[src/rtl/cmos_dvp_pattern_gen_if.sv]
// DVP byte-stream bundle: vsync, href and 8-bit data as seen by a CMOS capture path.
interface cmos_dvp_pattern_gen_if;
   logic       dvp_vsync;
   logic       dvp_href;
   logic [7:0] dvp_data;

   modport master (output dvp_vsync, output dvp_href, output dvp_data);
   modport slave  (input  dvp_vsync, input  dvp_href, input  dvp_data);
endinterface

[src/rtl/cmos_dvp_pattern_gen.sv]
// Synthetic OV7670-style DVP source producing RGB565 test patterns, one byte per clk.
// Optional macro DVP_PATTERN_FRAME_STAMP_EN: pixel (0,0) carries frame_cnt instead of the pattern.
//
// state    | meaning
// S_IDLE   | stopped, waiting for enable
// S_VSYNC  | vsync lines, dvp_vsync high
// S_VBACK  | blank lines between vsync and the first active line
// S_ACTIVE | active lines, href high for the first 2*H_ACTIVE bytes
// S_VFRONT | blank lines after the last active line
module cmos_dvp_pattern_gen #(
   parameter int H_ACTIVE    = 640,
   parameter int H_BLANK     = 288,
   parameter int V_ACTIVE    = 480,
   parameter int VSYNC_LINES = 3,
   parameter int V_BACK      = 17,
   parameter int V_FRONT     = 10
) (
   input  logic                          clk,
   input  logic                          reset_n,
   input  logic                          enable,
   input  logic [1:0]                    pattern_sel,
   input  logic [15:0]                   solid_rgb,
   cmos_dvp_pattern_gen_if.master        dvp,
   output logic [15:0]                   frame_cnt,
   output logic                          busy
);
   localparam int LINE_LEN = 2 * H_ACTIVE + H_BLANK;
   localparam int H_W      = (LINE_LEN > 1) ? $clog2(LINE_LEN) : 1;
   localparam int V_MAX_A  = (V_ACTIVE > V_BACK) ? V_ACTIVE : V_BACK;
   localparam int V_MAX_B  = (VSYNC_LINES > V_FRONT) ? VSYNC_LINES : V_FRONT;
   localparam int V_MAX    = (V_MAX_A > V_MAX_B) ? V_MAX_A : V_MAX_B;
   localparam int V_W      = (V_MAX > 1) ? $clog2(V_MAX) : 1;

   typedef enum logic [2:0] {S_IDLE, S_VSYNC, S_VBACK, S_ACTIVE, S_VFRONT} state_t;

   state_t         state, state_nxt;
   logic [H_W-1:0] h, h_nxt;
   logic [V_W-1:0] v, v_nxt;
   logic           latch_en, frame_done, line_end, last_line;
   logic [1:0]     pat_sel_q;
   logic [15:0]    solid_q, frame_cnt_q;
   logic [15:0]    x, pix;
   logic           y_bit5, href_nxt;
   logic [2:0]     bar;
   logic [7:0]     data_nxt;

   // First x of bar k is ceil(k*H_ACTIVE/8); comparing against these avoids a divider.
   function automatic logic [15:0] bar_bound(input int k);
      return 16'((k * H_ACTIVE + 7) / 8);
   endfunction

   always_comb begin
      state_nxt  = state;
      h_nxt      = h;
      v_nxt      = v;
      latch_en   = 1'b0;
      frame_done = 1'b0;
      line_end   = (h == H_W'(LINE_LEN - 1));
      last_line  = 1'b0;
      case (state)
         S_VSYNC:  last_line = (v == V_W'(VSYNC_LINES - 1));
         S_VBACK:  last_line = (v == V_W'(V_BACK - 1));
         S_ACTIVE: last_line = (v == V_W'(V_ACTIVE - 1));
         S_VFRONT: last_line = (v == V_W'(V_FRONT - 1));
         default:  last_line = 1'b0;
      endcase
      if (state == S_IDLE) begin
         h_nxt = '0;
         v_nxt = '0;
         if (enable) begin
            state_nxt = S_VSYNC;
            latch_en  = 1'b1;
         end
      end else if (line_end) begin
         h_nxt = '0;
         if (last_line) begin
            v_nxt = '0;
            case (state)
               S_VSYNC:  state_nxt = S_VBACK;
               S_VBACK:  state_nxt = S_ACTIVE;
               S_ACTIVE: state_nxt = S_VFRONT;
               S_VFRONT: begin
                  frame_done = 1'b1;
                  if (enable) begin
                     state_nxt = S_VSYNC;
                     latch_en  = 1'b1;
                  end else begin
                     state_nxt = S_IDLE;
                  end
               end
               default:  state_nxt = S_IDLE;
            endcase
         end else begin
            v_nxt = v + 1'b1;
         end
      end else begin
         h_nxt = h + 1'b1;
      end
   end

   // Outputs are computed from the next position so the registered stream lines up with state.
   always_comb begin
      x        = 16'(h_nxt >> 1);
      y_bit5   = ((int'(v_nxt) / 32) % 2) != 0;
      href_nxt = (state_nxt == S_ACTIVE) && (int'(h_nxt) < 2 * H_ACTIVE);
      bar      = 3'd0;
      for (int k = 1; k < 8; k++) begin
         if (x >= bar_bound(k)) bar = 3'(k);
      end
      case (pat_sel_q)
         2'd0: begin
            case (bar)
               3'd0:    pix = 16'hFFFF;
               3'd1:    pix = 16'hFFE0;
               3'd2:    pix = 16'h07FF;
               3'd3:    pix = 16'h07E0;
               3'd4:    pix = 16'hF81F;
               3'd5:    pix = 16'hF800;
               3'd6:    pix = 16'h001F;
               default: pix = 16'h0000;
            endcase
         end
         2'd1:    pix = {x[7:3], x[7:2], x[7:3]};
         2'd2:    pix = (x[5] ^ y_bit5) ? 16'hFFFF : 16'h0000;
         default: pix = solid_q;
      endcase
`ifdef DVP_PATTERN_FRAME_STAMP_EN
      if (state_nxt == S_ACTIVE && v_nxt == '0 && x == 16'd0) pix = frame_cnt_q;
`endif
      data_nxt = href_nxt ? (h_nxt[0] ? pix[7:0] : pix[15:8]) : 8'h00;
   end

   always_ff @(posedge clk or negedge reset_n) begin
      if (!reset_n) begin
         state         <= S_IDLE;
         h             <= '0;
         v             <= '0;
         pat_sel_q     <= 2'd0;
         solid_q       <= 16'h0000;
         frame_cnt_q   <= 16'h0000;
         busy          <= 1'b0;
         dvp.dvp_vsync <= 1'b0;
         dvp.dvp_href  <= 1'b0;
         dvp.dvp_data  <= 8'h00;
      end else begin
         state         <= state_nxt;
         h             <= h_nxt;
         v             <= v_nxt;
         if (latch_en) begin
            pat_sel_q <= pattern_sel;
            solid_q   <= solid_rgb;
         end
         if (frame_done) frame_cnt_q <= frame_cnt_q + 16'd1;
         busy          <= (state_nxt != S_IDLE);
         dvp.dvp_vsync <= (state_nxt == S_VSYNC);
         dvp.dvp_href  <= href_nxt;
         dvp.dvp_data  <= data_nxt;
      end
   end

   assign frame_cnt = frame_cnt_q;
endmodule

[src/flat_wrapper.sv]
// flat-port wrapper written by rule: the top's interface ports become plain ports
module cmos_dvp_pattern_gen_flat 
#(
   parameter int H_ACTIVE    = 640,
   parameter int H_BLANK     = 288,
   parameter int V_ACTIVE    = 480,
   parameter int VSYNC_LINES = 3,
   parameter int V_BACK      = 17,
   parameter int V_FRONT     = 10
)
  (clk, reset_n, enable, pattern_sel, solid_rgb, frame_cnt, busy, dvp_dvp_vsync, dvp_dvp_href, dvp_dvp_data);
  cmos_dvp_pattern_gen_if dvp_i ();
  input  logic clk;
  input  logic reset_n;
  input  logic enable;
  input  logic [1:0] pattern_sel;
  input  logic [15:0] solid_rgb;
  output logic [15:0] frame_cnt;
  output logic busy;
  output wire logic [$bits(dvp_i.dvp_vsync)-1:0] dvp_dvp_vsync;
  output wire logic [$bits(dvp_i.dvp_href)-1:0] dvp_dvp_href;
  output wire logic [$bits(dvp_i.dvp_data)-1:0] dvp_dvp_data;
  assign dvp_dvp_vsync = dvp_i.dvp_vsync;
  assign dvp_dvp_href = dvp_i.dvp_href;
  assign dvp_dvp_data = dvp_i.dvp_data;
  cmos_dvp_pattern_gen #(.H_ACTIVE(H_ACTIVE), .H_BLANK(H_BLANK), .V_ACTIVE(V_ACTIVE), .VSYNC_LINES(VSYNC_LINES), .V_BACK(V_BACK), .V_FRONT(V_FRONT)) u_core (.clk(clk), .reset_n(reset_n), .enable(enable), .pattern_sel(pattern_sel), .solid_rgb(solid_rgb), .dvp(dvp_i), .frame_cnt(frame_cnt), .busy(busy));
endmodule
[config.mk]
export PLATFORM = sky130hd
export DESIGN_NAME = cmos_dvp_pattern_gen_flat
export DESIGN_NICKNAME = d
export VERILOG_FILES = /design/src/rtl/cmos_dvp_pattern_gen_if.sv /design/src/rtl/cmos_dvp_pattern_gen.sv /design/src/flat_wrapper.sv
export SDC_FILE = /design/constraint.sdc
export NUM_CORES = 1
export LEC_CHECK = 0
export CORE_ASPECT_RATIO = 1.1
export CORE_UTILIZATION = 35
export DETAILED_ROUTE_END_ITERATION = 7
export GPL_ROUTABILITY_DRIVEN = 1
export PLACE_DENSITY = 0.53
export RECOVER_POWER = 100
export SKIP_LAST_GASP = 1
export SLEW_MARGIN = 0
export SYNTH_ARGS = -nofsm -noshare
export SYNTH_HDL_FRONTEND = slang
export SYNTH_SLANG_ARGS = --single-unit
[constraint.sdc]
create_clock -name clk -period 3.2 [get_ports clk]
set_input_delay 0.8 -clock clk [delete_from_list [all_inputs] [get_ports clk]]
set_output_delay 0.8 -clock clk [all_outputs]
set_load 0.02 [all_outputs]
Word level (Yosys, flattened, before mapping)
Cells that the tools add are included.

Add/sub/neg operators: 3. Bitwise gates (word level): 1. Reductions and logical operators: 6. Muxes and demuxes: 33. Eq/ne operators: 19. $lt $le $gt $ge: 8.

Operators by type and width (count): one-hot mux 16 bit (7 select lines) (1); one-hot mux 16 bit (3 select lines) (1); greater-or-equal comparator 10 x 9 -> 1 bit, second input constant (3); 2-to-1 mux 9 bit (3); 2-to-1 mux 3 bit (8); 2-to-1 mux 11 bit (2); greater-or-equal comparator 10 x 8 -> 1 bit, second input constant (2); adder 16 x 1 -> 16 bit, second input constant (1); 2-to-1 mux 16 bit (1); 2-to-1 mux 8 bit (2); == test 3 x 2 -> 1 bit, second input constant (5); == test 3 bit, second input constant (4); one-hot mux 3 bit (4 select lines) (1); adder 11 x 1 -> 11 bit, second input constant (1); == test 11 bit, second input constant (1); less-than comparator 11 bit, second input constant (1); 2-to-1 mux 1 bit (11); greater-or-equal comparator 10 bit, second input constant (1); greater-or-equal comparator 10 x 7 -> 1 bit, second input constant (1); adder 9 x 1 -> 9 bit, second input constant (1); == test 3 x 1 -> 1 bit, second input constant (3); == test 9 x 2 -> 1 bit, second input constant (1); == test 9 x 4 -> 1 bit, second input constant (1); == test 9 x 5 -> 1 bit, second input constant (1); other kinds (11) (13).

Bits in registers: 68. Output and inout port bits: 27. Input port bits: 21.

Longest topological paths before layout
Depth in word-level cells: 16. Depth in mapped cells: 11.

Least setup slack after synthesis
No wires, ideal clock.

Path type: register to register. Start point: register u_core.h[0]. End point: register u_core.dvp.dvp_data[0]. Period minus slack after synthesis: 2.594 ns. Arrival time: 2.472 ns. Buffers on the path: 2. Setup time: 0.122 ns. Setup slack: 0.606 ns. Cell stages (with the launch flop): 11. Cell sequence: dfrtp_1 > ha_1 > and4_1 > buf_2 > a41o_1 > or2_2 > clkbuf_1 > inv_2 > nand2_1 > and3_1 > a2111oi_1.

RTL lines: start: declaration (RTL line cmos_dvp_pattern_gen.sv:37) `logic [H_W-1:0] h, h_nxt;`; start signal: assignment (RTL line cmos_dvp_pattern_gen.sv:147) `h <= h_nxt;`; adder 11 x 1 -> 11 bit or == test 11 bit (tied branches) (RTL line cmos_dvp_pattern_gen.sv:97, cmos_dvp_pattern_gen.sv:58); 2-to-1 mux 11 bit * (RTL line cmos_dvp_pattern_gen.sv:74) `end else if (line_end) begin`; 2-to-1 mux 11 bit * (RTL line cmos_dvp_pattern_gen.sv:67) `if (state == S_IDLE) begin`; via u_core.h_nxt[0] (RTL line cmos_dvp_pattern_gen.sv:37); less-than comparator 11 bit (RTL line cmos_dvp_pattern_gen.sv:105) `href_nxt = (state_nxt == S_ACTIVE) && (int'(h_nxt) < 2 * H_ACTIVE);`; logical AND 1 bit (RTL line cmos_dvp_pattern_gen.sv:105); 2-to-1 mux 8 bit * (RTL line cmos_dvp_pattern_gen.sv:130) `data_nxt = href_nxt ? (h_nxt[0] ? pix[7:0] : pix[15:8]) : 8'h00;`; via u_core.data_nxt[0] (RTL line cmos_dvp_pattern_gen.sv:45) `logic [7:0] data_nxt;`; end signal: assignment (RTL line cmos_dvp_pattern_gen.sv:157) `dvp.dvp_data <= data_nxt;`; end: declaration (RTL line cmos_dvp_pattern_gen_if.sv:7) `modport master (output dvp_vsync, output dvp_href, output dvp_data);`.

The timed path passes the listed nets; every way through them passes the cells marked *. The select of a mux whose other input is x is not followed. A chain may end at the register's enable or synchronous reset.

Final worst setup path
Start point: register u_core.h[0]. End point: register u_core.dvp.dvp_data[0].

Longest elaborated chain between the ends: 16.

Ends and longest elaborated chain: adder 11 x 1 -> 11 bit or == test 11 bit (tied branches) (RTL line cmos_dvp_pattern_gen.sv:97, cmos_dvp_pattern_gen.sv:58); 2-to-1 mux 11 bit * (RTL line cmos_dvp_pattern_gen.sv:74); 2-to-1 mux 11 bit * (RTL line cmos_dvp_pattern_gen.sv:67); via u_core.h_nxt[10] (RTL line cmos_dvp_pattern_gen.sv:37); greater-or-equal comparator 10 x 7 -> 1 bit (RTL line cmos_dvp_pattern_gen.sv:108) `if (x >= bar_bound(k)) bar = 3'(k);`; 2-to-1 mux 1 bit (RTL line cmos_dvp_pattern_gen.sv:108); 2-to-1 mux 2 bit (2 in a row) (RTL line cmos_dvp_pattern_gen.sv:108); 2-to-1 mux 3 bit (4 in a row) (RTL line cmos_dvp_pattern_gen.sv:108); == test 3 bit, or another cell as far along (RTL line cmos_dvp_pattern_gen.sv:112) `case (bar)`; one-hot mux 16 bit (7 select lines) (RTL line cmos_dvp_pattern_gen.sv:112); one-hot mux 16 bit (3 select lines) (RTL line cmos_dvp_pattern_gen.sv:110) `case (pat_sel_q)`; 2-to-1 mux 8 bit (RTL line cmos_dvp_pattern_gen.sv:130); 2-to-1 mux 8 bit * (RTL line cmos_dvp_pattern_gen.sv:130); via u_core.data_nxt[0] (RTL line cmos_dvp_pattern_gen.sv:45).

Marked as above.

==> results.yml <==
setup_path:
  endpoint_kind: "flop"
  start_kind: "flop"
  cp.required_ns: 3.38
  crit_arrival_ns: 3.19
  cp_num_buf_inv: 1
  path_class: "flop to flop"
  max_stage_delay_ns: 0.62
  critical_path.top_delay_family: "compound AO/OA/AOI/OAI gates"
  r2r_end: "u_core.dvp.dvp_data[0]$_DFF_PN0_"
  r2r_cells: 9
  cp_max_fo: 7
  reg2reg_from: "u_core.h[0]$_DFF_PN0_"
  crit_chain: "ha_1 -> and4_2 -> a21oi_1 -> a2111oi_2 -> inv_1 -> o311ai_1 -> o221a_1 -> nor3_2 -> a2111oi_0"
  timing.reg2reg.setup_slack_ns: 0.19
  critPathSlowestCell: "a2111oi_2"
synth:
  yosysSeqAreaShare_pct: 45.6
  ys_types: 74
  syn_area_sq_um: 3730
  yosysWarnings: 0
  synth_top_area_share_pct: 45.6
  syn_inst: 368
  synth_flop_cell: "dfrtp_1"
  synth_edf_count: 0
  synth_common_cells: "dfrtp_1 (68), nand2_1 (35), nor2_1 (27)"
  synthMostInstantiatedCell: "dfrtp_1"
  async_flop_share_pct: 100
  syn_avg_cell_area_sq_um: 10.1
  synth_top_area_cell: "dfrtp_1"
  yosys_register_bits: 68
  syn_nets: 392
  yosys-top-cells-area: "dfrtp_1 (46%), mux2_2 (4.8%), xnor2_1 (3.8%)"
final_layout:
  syn2layout_area_growth_pct: 24.3
  fillers: 1003
  drive_gt1_share_pct: 15.1
  diodes: 0
  nets: 442
  fin_cells: 566
clock_tree:
  htreeDepth: 3
  clk_pin_slew_ns: 0.06
  tritoncts: "built"
  cts_made_buffers: 9
  cts_root_buffer: "clkbuf_16"
  post_cts_buffers: 0
  cts-resized-gates: 0
  ctsHoldBuffers: 0
  worstSkewPairLatency_ns: 0.33
  cts.path.max_buffers: 2
  clkSinkCount: 68
global_route:
  grt_start_max_net_pins: 40
  antenna_found_initial: 0
  grt_pass1_wl_microns: 14900
  grt_use_total_pct: 17.6
  grt-ovfl-total: 0
  grt_pass1_vias: 2929
place:
  routabilityCongestion: 0.818
  dpl.hpwl_microns: 6420
  portBuffers: 47
  placed_cells: 550
  dpl_worst_slack_ns: 0.171
outcome:
  violations: "max-capacitance violations, max-slew violations"
  status: "finished with violations"
drt:
  drt_wl_total_microns: 8850
  route.detailed.drc: 0
  drt_iter0_markers: 141
  antenna_left: 0
  wire_per_inst_microns: 15.6
  first_pass_iters: 4
  via_per_inst: 5.24
  vias: 2967
hold_path:
  hold_start: "u_core.frame_cnt[15]$_DFFE_PN0P_"
  hold_path_end: "u_core.frame_cnt[15]$_DFFE_PN0P_"
  hold_depth: 1
  min_path_type: "flop to flop"
power_and_ir_drop:
  power.density_nw_per_um2: 521
  vdd.ir_drop.worst_uv: 295
  fin_total_pwr_mw: 2.42
  power.leakage_nw: 1.96
job:
  cap_viol_max_count: 1
die:
  num_rows: 39
  die_w_microns: 100
  die_area_sq_um: 11100
  die_h_microns: 110
  io_pins: 48
  core_sq_um: 10400
  initial_core_util_pct: 35.9
timing:
  skew_ns: 0.00524
  setup_tns_ns: 0
  setup_ws_ns: 0.192
  rsz0062_at_grt: "false"
  hold_viol: 0
  relSlewSlack_pct: -11.6
  drv_slew: 31
  fmax_mhz: 332
  min_period_ns: 3.01
  period_share_pct: 94.0
  final-setup-viol-count: 0
  worst_pin_slew_ns: 1.67
==> worst reg2reg max path, delay by kind of cell (launching register included) <==
kind	cells	cell delay (ns)
and+or+nand+nor	2	0.41
adders and majority gates	1	0.28
buffers and inverters	1	0.14
DFF	1	0.44
AOI/OAI and AO/OA	5	1.58
==> registers in the layout (all words and copies together) (netlist names) <==
register and count:
u_core.solid_q 16, u_core.h 11, u_core.dvp.dvp_href 1, u_core.v 9, u_core.busy 1, u_core.pat_sel_q 2
u_core.dvp.dvp_vsync 1, u_core.dvp.dvp_data 8, u_core.frame_cnt 16, u_core.state 3
==> logic make-up after synthesis <==
kind of cell	Yosys count	share of synthesized area, %
DFF	68	45.6
and+or+nand+nor	146	21.7
buffers and inverters	29	3.48
adders and majority gates	3	1.01
muxes	22	6.53
AOI/OAI and AO/OA	79	16.8
xor gates and xnor gates	21	4.92
==> final cells by class <==
| type | count | area, sq um | share of cell area (%) |
|---|---|---|---|
| Clock buffer | 10 | 229 | 4.93 |
| Tap cell | 143 | 179 | 3.85 |
| Multi-Input combinational cell | 271 | 1900 | 41.0 |
| Inverter | 14 | 52.6 | 1.13 |
| Clock inverter | 6 | 65.1 | 1.40 |
| Sequential cell | 68 | 1700 | 36.7 |
| Timing Repair Buffer | 54 | 510 | 11.0 |
==> layout by cell type (no fill, tap or decap), types with 3 or more instances in the layout <==
cell type and n:
nor4_1 4, a21oi_1 10, xnor2_1 16, and2_1 3, nand4_1 10, dlygate4sd3_1 27, buf_4 5, nand3_1 17
ha_1 3, nor2b_1 4, or2_2 3, o21a_1 6, inv_1 13, a21o_1 3, clkbuf_1 3, dfrtp_1 68
nand2_1 35, clkdlybuf4s50_1 19, nor3_1 8, nor2_1 27, mux2_1 3, clkbuf_16 9, a211oi_1 3, xor2_1 5
o21ai_0 19, or3_1 3, mux2_2 16, and3_1 9, a2111oi_0 5
==> through the flow <==
stage	cell area [sq um]	hold WS [ns]	util [%]
3_5_place_dp	4370	0.469	42.0
3_3_place_gp	4370	0.478	42.0
5_1_grt	4640	0.502	44.7
2_1_floorplan	3730	0.464	-
4_1_cts	4660	0.484	44.8
6_report	4640	0.477	44.7
==> power by group <==
part | internal [mW] | switching, mW
sequential | 0.928 | 0.106
clock | 0.602 | 0.369
combinational | 0.173 | 0.239
==> how the worst max path moves through the flow <==
stage / from / to / slack [ns] / cells past startpoint
2_1_floorplan: u_core.h[0]$_DFF_PN0_ / u_core.dvp.dvp_data[0]$_DFF_PN0_ / 0.61 / 10
3_3_place_gp: u_core.h[0]$_DFF_PN0_ / u_core.dvp.dvp_data[1]$_DFF_PN0_ / 0.22 / 8
3_5_place_dp: u_core.h[0]$_DFF_PN0_ / u_core.frame_cnt[15]$_DFFE_PN0P_ / 0.17 / 9
4_1_cts: u_core.h[0]$_DFF_PN0_ / u_core.dvp.dvp_data[1]$_DFF_PN0_ / 0.16 / 8
5_1_grt: u_core.h[0]$_DFF_PN0_ / u_core.dvp.dvp_data[6]$_DFF_PN0_ / 0.01 / 9
6_report: u_core.h[0]$_DFF_PN0_ / u_core.dvp.dvp_data[0]$_DFF_PN0_ / 0.19 / 9
==> per-layer routing <==
metal	routed length [microns]	track usage [%]	vias up
li1	-	-	1449
met1	4180	23.3	1441
met2	4140	27.8	61
met3	332	4.04	16
met4	201	7.66	0
met5	0	0	-
(Power assumes the default switching activity.)
